`src/rtl/aes128_round_ctrl.sv`:
```
// AES-128 round sequencer: LOAD, ten ROUND cycles with xtime-generated RCON, then HOLD until acknowledged.
// Optional abort path is compiled in only when AES_ABORT_EN is defined.
module aes128_round_ctrl (
    input  logic       clk_i,
    input  logic       rstb_i,
    input  logic       start_i,
    input  logic       out_ack_i,
    input  logic       abort_i,
    output logic       load_o,
    output logic       round_en_o,
    output logic       final_o,
    output logic [3:0] round_o,
    output logic [7:0] rcon_o,
    output logic       busy_o,
    output logic       done_o
);

    typedef enum logic [1:0] {
        S_IDLE  = 2'd0,
        S_LOAD  = 2'd1,
        S_ROUND = 2'd2,
        S_HOLD  = 2'd3
    } state_t;

    localparam logic [3:0] LAST_ROUND = 4'd10;
    localparam logic [7:0] RCON_FIRST = 8'h01;

    // GF(2^8) doubling modulo x^8 + x^4 + x^3 + x + 1.
    function automatic logic [7:0] xtime(input logic [7:0] b);
        return {b[6:0], 1'b0} ^ (b[7] ? 8'h1b : 8'h00);
    endfunction

    state_t     state_q, state_d;
    logic [3:0] cnt_q, cnt_d;
    logic [7:0] rc_q, rc_d;

    logic       load_q, load_d;
    logic       round_en_q, round_en_d;
    logic       final_q, final_d;
    logic [3:0] round_q, round_d;
    logic [7:0] rcon_q, rcon_d;
    logic       busy_q, busy_d;
    logic       done_q, done_d;

`ifndef AES_ABORT_EN
    logic unused_abort;
    assign unused_abort = abort_i;
`endif

    always_comb begin
        state_d = state_q;
        cnt_d   = cnt_q;
        rc_d    = rc_q;
        unique case (state_q)
            S_IDLE: begin
                if (start_i) begin
                    state_d = S_LOAD;
                    cnt_d   = 4'd0;
                end
            end
            S_LOAD: begin
                state_d = S_ROUND;
                cnt_d   = 4'd1;
                rc_d    = RCON_FIRST;
            end
            S_ROUND: begin
                if (cnt_q >= LAST_ROUND) begin
                    state_d = S_HOLD;
                    cnt_d   = LAST_ROUND;
                end else begin
                    cnt_d = cnt_q + 4'd1;
                    rc_d  = xtime(rc_q);
                end
            end
            S_HOLD: begin
                // Acknowledge plus a pending request chains straight into the next block.
                if (out_ack_i) begin
                    state_d = start_i ? S_LOAD : S_IDLE;
                    cnt_d   = 4'd0;
                end
            end
            default: begin
                state_d = S_IDLE;
                cnt_d   = 4'd0;
            end
        endcase
`ifdef AES_ABORT_EN
        if (abort_i && (state_q != S_IDLE)) begin
            state_d = S_IDLE;
            cnt_d   = 4'd0;
            rc_d    = 8'h00;
        end
`endif
    end

    // Outputs are decoded from the next state and registered, so no input reaches a port combinationally.
    always_comb begin
        load_d     = (state_d == S_LOAD);
        round_en_d = (state_d == S_ROUND);
        final_d    = round_en_d && (cnt_d == LAST_ROUND);
        busy_d     = load_d || round_en_d;
        done_d     = (state_d == S_HOLD);
        round_d    = (round_en_d || done_d) ? cnt_d : 4'd0;
        rcon_d     = round_en_d ? rc_d : 8'h00;
    end

    always_ff @(posedge clk_i or negedge rstb_i) begin
        if (!rstb_i) begin
            state_q    <= S_IDLE;
            cnt_q      <= 4'd0;
            rc_q       <= 8'h00;
            load_q     <= 1'b0;
            round_en_q <= 1'b0;
            final_q    <= 1'b0;
            round_q    <= 4'd0;
            rcon_q     <= 8'h00;
            busy_q     <= 1'b0;
            done_q     <= 1'b0;
        end else begin
            state_q    <= state_d;
            cnt_q      <= cnt_d;
            rc_q       <= rc_d;
            load_q     <= load_d;
            round_en_q <= round_en_d;
            final_q    <= final_d;
            round_q    <= round_d;
            rcon_q     <= rcon_d;
            busy_q     <= busy_d;
            done_q     <= done_d;
        end
    end

    assign load_o     = load_q;
    assign round_en_o = round_en_q;
    assign final_o    = final_q;
    assign round_o    = round_q;
    assign rcon_o     = rcon_q;
    assign busy_o     = busy_q;
    assign done_o     = done_q;

endmodule

```
`config.mk`:
```
export PLATFORM = sky130hd
export DESIGN_NAME = aes128_round_ctrl
export DESIGN_NICKNAME = d
export VERILOG_FILES = /design/src/rtl/aes128_round_ctrl.sv
export SDC_FILE = /design/constraint.sdc
export NUM_CORES = 1
export LEC_CHECK = 0
export BUFFER_PORTS_ARGS = -buffer_cell sky130_fd_sc_hd__buf_2
export CAP_MARGIN = 20
export CORE_MARGIN = 3
export CORE_UTILIZATION = 40
export DETAILED_ROUTE_END_ITERATION = 8
export MAX_ROUTING_LAYER = met4
export PLACE_DENSITY = 0.67
export SETUP_SLACK_MARGIN = 0.15
export SYNTH_ARGS = -nofsm -noshare
export SYNTH_HDL_FRONTEND = slang
export SYNTH_SLANG_ARGS = --single-unit
```
`constraint.sdc`:
```
create_clock -name clk_i -period 4.7 [get_ports clk_i]
set_clock_uncertainty 0.2 [all_clocks]
set_input_delay 0.705 -clock clk_i [delete_from_list [all_inputs] [get_ports clk_i]]
set_output_delay 0.705 -clock clk_i [all_outputs]
set_load 0.05 [all_outputs]
```
-- Yosys cells after proc, flatten, opt, wreduce, memory -nomap -nowiden
Index checks and enable logic that the tools add are counted.
- logic and storage cells: 38
- output and inout port bits: 17
- register bits: 31
- bits of input ports: 5
- eq/ne operators: 7
- bitwise gates (word level): 1
- add/sub/neg operators: 1
- $lt $le $gt $ge: 1
- reductions and logical operators: 4
- multiplexer cells: 14
- operators with widths (cell ; count):
    2-to-1 mux 4 bit ; 4
    2-to-1 mux 8 bit ; 2
    case mux 4 bit (4 select lines) ; 1
    case mux 8 bit (2 select lines) ; 1
    equality test 2 bit, second input constant ; 4
    case mux 2 bit (4 select lines) ; 1
    XOR 8 x 5 -> 8 bit ; 1
    2-to-1 mux 2 bit ; 3
    2-to-1 mux 5 bit ; 1
    adder 4 x 1 -> 4 bit, second input constant ; 1
    equality test 2 x 1 -> 1 bit, second input constant ; 2
    equality test 4 bit, second input constant ; 1
    greater-or-equal comparator 4 bit, second input constant ; 1
    logical NOT 2 bit ; 1
    logical OR 1 bit ; 2
    logical AND 1 bit ; 1
    2-to-1 mux 1 bit ; 1

-- Depth between registers and ports, before layout
- depth after elaboration: 6
- gate-level depth with buffers: 10
- depth with buffers taken out: 9

-- Worst setup path after synthesis
No wires, ideal clock.
- path kind: reg-to-reg
- start point: reg state_q[0]
- end point: reg rcon_q[1] (netlist: rcon_o[1])
- arrival time: 2.049 ns
- stages on the path, launching flop included: 10
- path buffers: 1
- setup slack: 2.309 ns
- period minus slack after synthesis: 2.391 ns
- path through: dfrtp_1 > inv_1 > ha_1 > clkbuf_1 > o21ai_0 > a21oi_1 > inv_1 > ha_1 > o21ai_1 > a211oi_1
- cells in the longest elaborated chain, start to end: 4
- elaborated cells on any way between the ends: 11
- ends and longest elaborated chain (element ; RTL line ; source):
    start: declaration ; 33 ; state_t state_q, state_d;
    start signal: assignment ; 120 ; state_q <= state_d;
    equality test 2 bit, or another cell as far along ; 54 ; unique case (state_q)
    case mux 2 bit (4 select lines) * ; 54 ;
    net state_d[1] ; 33 ;
    equality test 2 bit * ; 99 ; round_en_d = (state_d == S_ROUND);
    net round_en_d ; 38 ; logic round_en_q, round_en_d;
    2-to-1 mux 8 bit * ; 104 ; rcon_d = round_en_d ? rc_d : 8'h00;
    net rcon_d[1] ; 41 ; logic [7:0] rcon_q, rcon_d;
    end signal: assignment ; 127 ; rcon_q <= rcon_d;
    end: declaration ; 41 ;
Mark *: on every way through the listed nets, which the timed path passes. The rest lies on a longest branch.

-- Worst setup path after layout
Same ends and word-level chain as after synthesis.

==> flow_summary.toml <==
[status]
status = "finished clean"

[timing]
setup_violations = 0
fin_tns_setup_ns = 0
maxSlewViolCount = 0
finalHoldViolations = 0
fin_crit_ns = 3.07
period_share = 0.652
max_freq_mhz = 326
worstMarginPinSlew_ns = 0.803
rsz0062_at_grt = "false"
slew_headroom = 0.462

[yosys]
synth_cell_types = 34
syn_nets = 149
syn_inst = 135
synth_edf_count = 0
yosysWarnings = 0
synthTopCellsByArea = "dfrtp_1, ha_1, o21ai_0, nand2_1, o2bb2ai_1"
yosys.area.top_type = "dfrtp_1"
ys_seq_area_frac = 0.544
ys_seq_elements = 31
synth-async-reset-ratio = 1.00
avgSynthCellArea_um2 = 10.6
ys.flop_type = "dfrtp_1"
synth_area_um2 = 1430
synth_top_area_frac = 0.544

[critical_path]
cp-start-kind = "flop"
cp.required_ns = 4.67
crit_fanout = 11
crit_type = "reg2reg"
reg2reg_slack_ns = 1.63
critPathCaptureType = "flop"
arrival_ns = 3.03

[drt]
first_iter_violations = 45
finalWirelength_mm = 2.83
num_vias = 1099
ant_nets = 0
viasPerCell = 5.36
routedWlPerCell_um = 13.8
drc = 0
first_pass_iters = 4

[grt]
first_global_vias = 1063
grt_pass1_wl_mm = 4.84
grt.total_usage = 0.153
grt-ovfl-total = 0
antenna_found_initial = 0
grt_max_degree = 32

[clock_network]
cts_tree = "built"
htreeDepth = 2
cts.sinks = 31
cts_resized = 0
clk_pin_slew_ns = 0.09
cts_root_buffer = "clkbuf_4"
clkLatencyLatePin_ns = 0.32
postCtsHoldBufs = 0
clk_path_buf_depth = 2
cts_setup_buffers = 0
cts-buffers-inserted = 5

[layout]
fin_nets = 172
seqCellArea_um2 = 776
final_cell_area_um2 = 1640
antenna_cells = 0
fill_cells = 335
multi_input_area_um2 = 593
post-route-util = 0.483
area_growth_pct = 14.7
drive_gt1_frac = 0.182
final-instance-count-excl-fill = 205

[power_and_ir_drop]
ir_drop_uv = 299
p_total_mw = 1.03
power_density_nw_per_um2 = 628
p_leak_nw = 0.783

[floorplan]
start_util = 0.421
ios = 22
rows = 21
core_um2 = 3390
die_w_um = 65.7
die_y_um = 65.7
fp.dieArea_um2 = 4320

[job]
maxCapViolations = 0

[place]
post_dp_cell_area_um2 = 1570
portBuffers = 20
dpl.cell_count = 197
dp_hpwl_mm = 1.94
place_congestion = 0.888

[min_path]
min_path_type = "in2async"
-- cell usage in the layout, fill, tap and decap left out, types with 2 or more instances in the layout --
| cell | count |
|---|---|
| nand2b_1 | 3 |
| nor2_1 | 8 |
| dfrtp_1 | 31 |
| inv_1 | 10 |
| buf_2 | 20 |
| a22oi_1 | 3 |
| o2bb2ai_1 | 5 |
| nand3_1 | 2 |
| clkbuf_4 | 5 |
| a31oi_1 | 3 |
| a22o_1 | 3 |
| xnor2_1 | 3 |
| o21ai_0 | 11 |
| a21oi_1 | 7 |
| nand2_1 | 12 |
| ha_1 | 9 |
| clkbuf_8 | 2 |
| a211oi_1 | 3 |
| nor2b_1 | 3 |
-- state kept, by name, summed over array words and instances, names as in the netlist --
register and count:
load_o 1, final_o 1, busy_o 1, state_q 2, round_en_o 1, rc_q 8
rcon_o 8, round_o 4, done_o 1, cnt_q 4
-- area by class of cell --
cell class	instances	area share
flip-flops and latches	31	0.474
inverters	11	0.0252
repair buffers	20	0.0612
well taps	46	0.0352
multi-input cells	89	0.362
clock buffers	8	0.0420
-- kinds of logic (layout without fill, tap and decap cells) --
family	count (synthesis)	after routing	synth area share
AND/OR/NAND/NOR	33	33	0.108
XOR/XNOR	3	3	0.0184
buffers and inverters	15	39	0.0403
flip-flops	31	31	0.544
adder cells (fa/ha/maj)	9	9	0.0789
AO/OA/AOI/OAI	44	44	0.211
-- cells in the mapped netlist, types with 2 or more instances --
master and instances:
dfrtp_1 31, nand2_1 12, o21ai_0 11, inv_1 10
ha_1 9, nor2_1 8, a21oi_1 7, o2bb2ai_1 5
a211oi_1 3, a22o_1 3, a22oi_1 3, a31oi_1 3
nand2b_1 3, nor2b_1 3, xnor2_1 3, clkbuf_1 2
nand3_1 2
-- worst paths after layout --
path                            start    endpoint  cells after the start
setup / recovery           state_q[0]   rcon_o[1]                      9
hold / removal                 rstb_i   rcon_o[2]                      1
setup reg to reg           state_q[0]   rcon_o[1]                      9
hold reg to reg               rc_q[0]     rc_q[0]                      1
max in group asynchronous      rstb_i  round_o[3]                      1
min in group clk_i            rc_q[0]     rc_q[0]                      1
-- critical path: stages, from the launching register on --
cell	delay, ns
dfrtp_1	0.47
inv_1	0.12
ha_1	0.33
nand2b_1	0.19
o21ai_0	0.16
a21oi_1	0.52
inv_1	0.17
ha_1	0.30
o21ai_1	0.33
a211oi_1	0.11
-- through the flow --
stage / worst slack, ns / hold WS (ns)
after floorplan: 2.31 / 0.209
after global placement: 1.78 / 0.327
after detailed placement: 1.69 / 0.327
after CTS: 1.65 / 0.220
after global routing: 1.35 / 0.231
final: 1.63 / 0.209
-- where the power goes --
group          internal [mW]  total [mW]  leakage, nW  switching (mW)
Sequential             0.323       0.360        0.421          0.0366
Combinational          0.124       0.494        0.323           0.371
Clock                 0.0880       0.174       0.0386          0.0857
Total                  0.535        1.03        0.783           0.493
-- per-layer routing --
metal	wire (µm)	track usage	vias to the layer above
met5	0	-	-
met4	52	0.0699	0
met3	168	0.0564	9
met2	1340	0.235	30
met1	1270	0.179	530
li1	-	-	530
No activity file was read; power rests on OpenSTA's default activity.
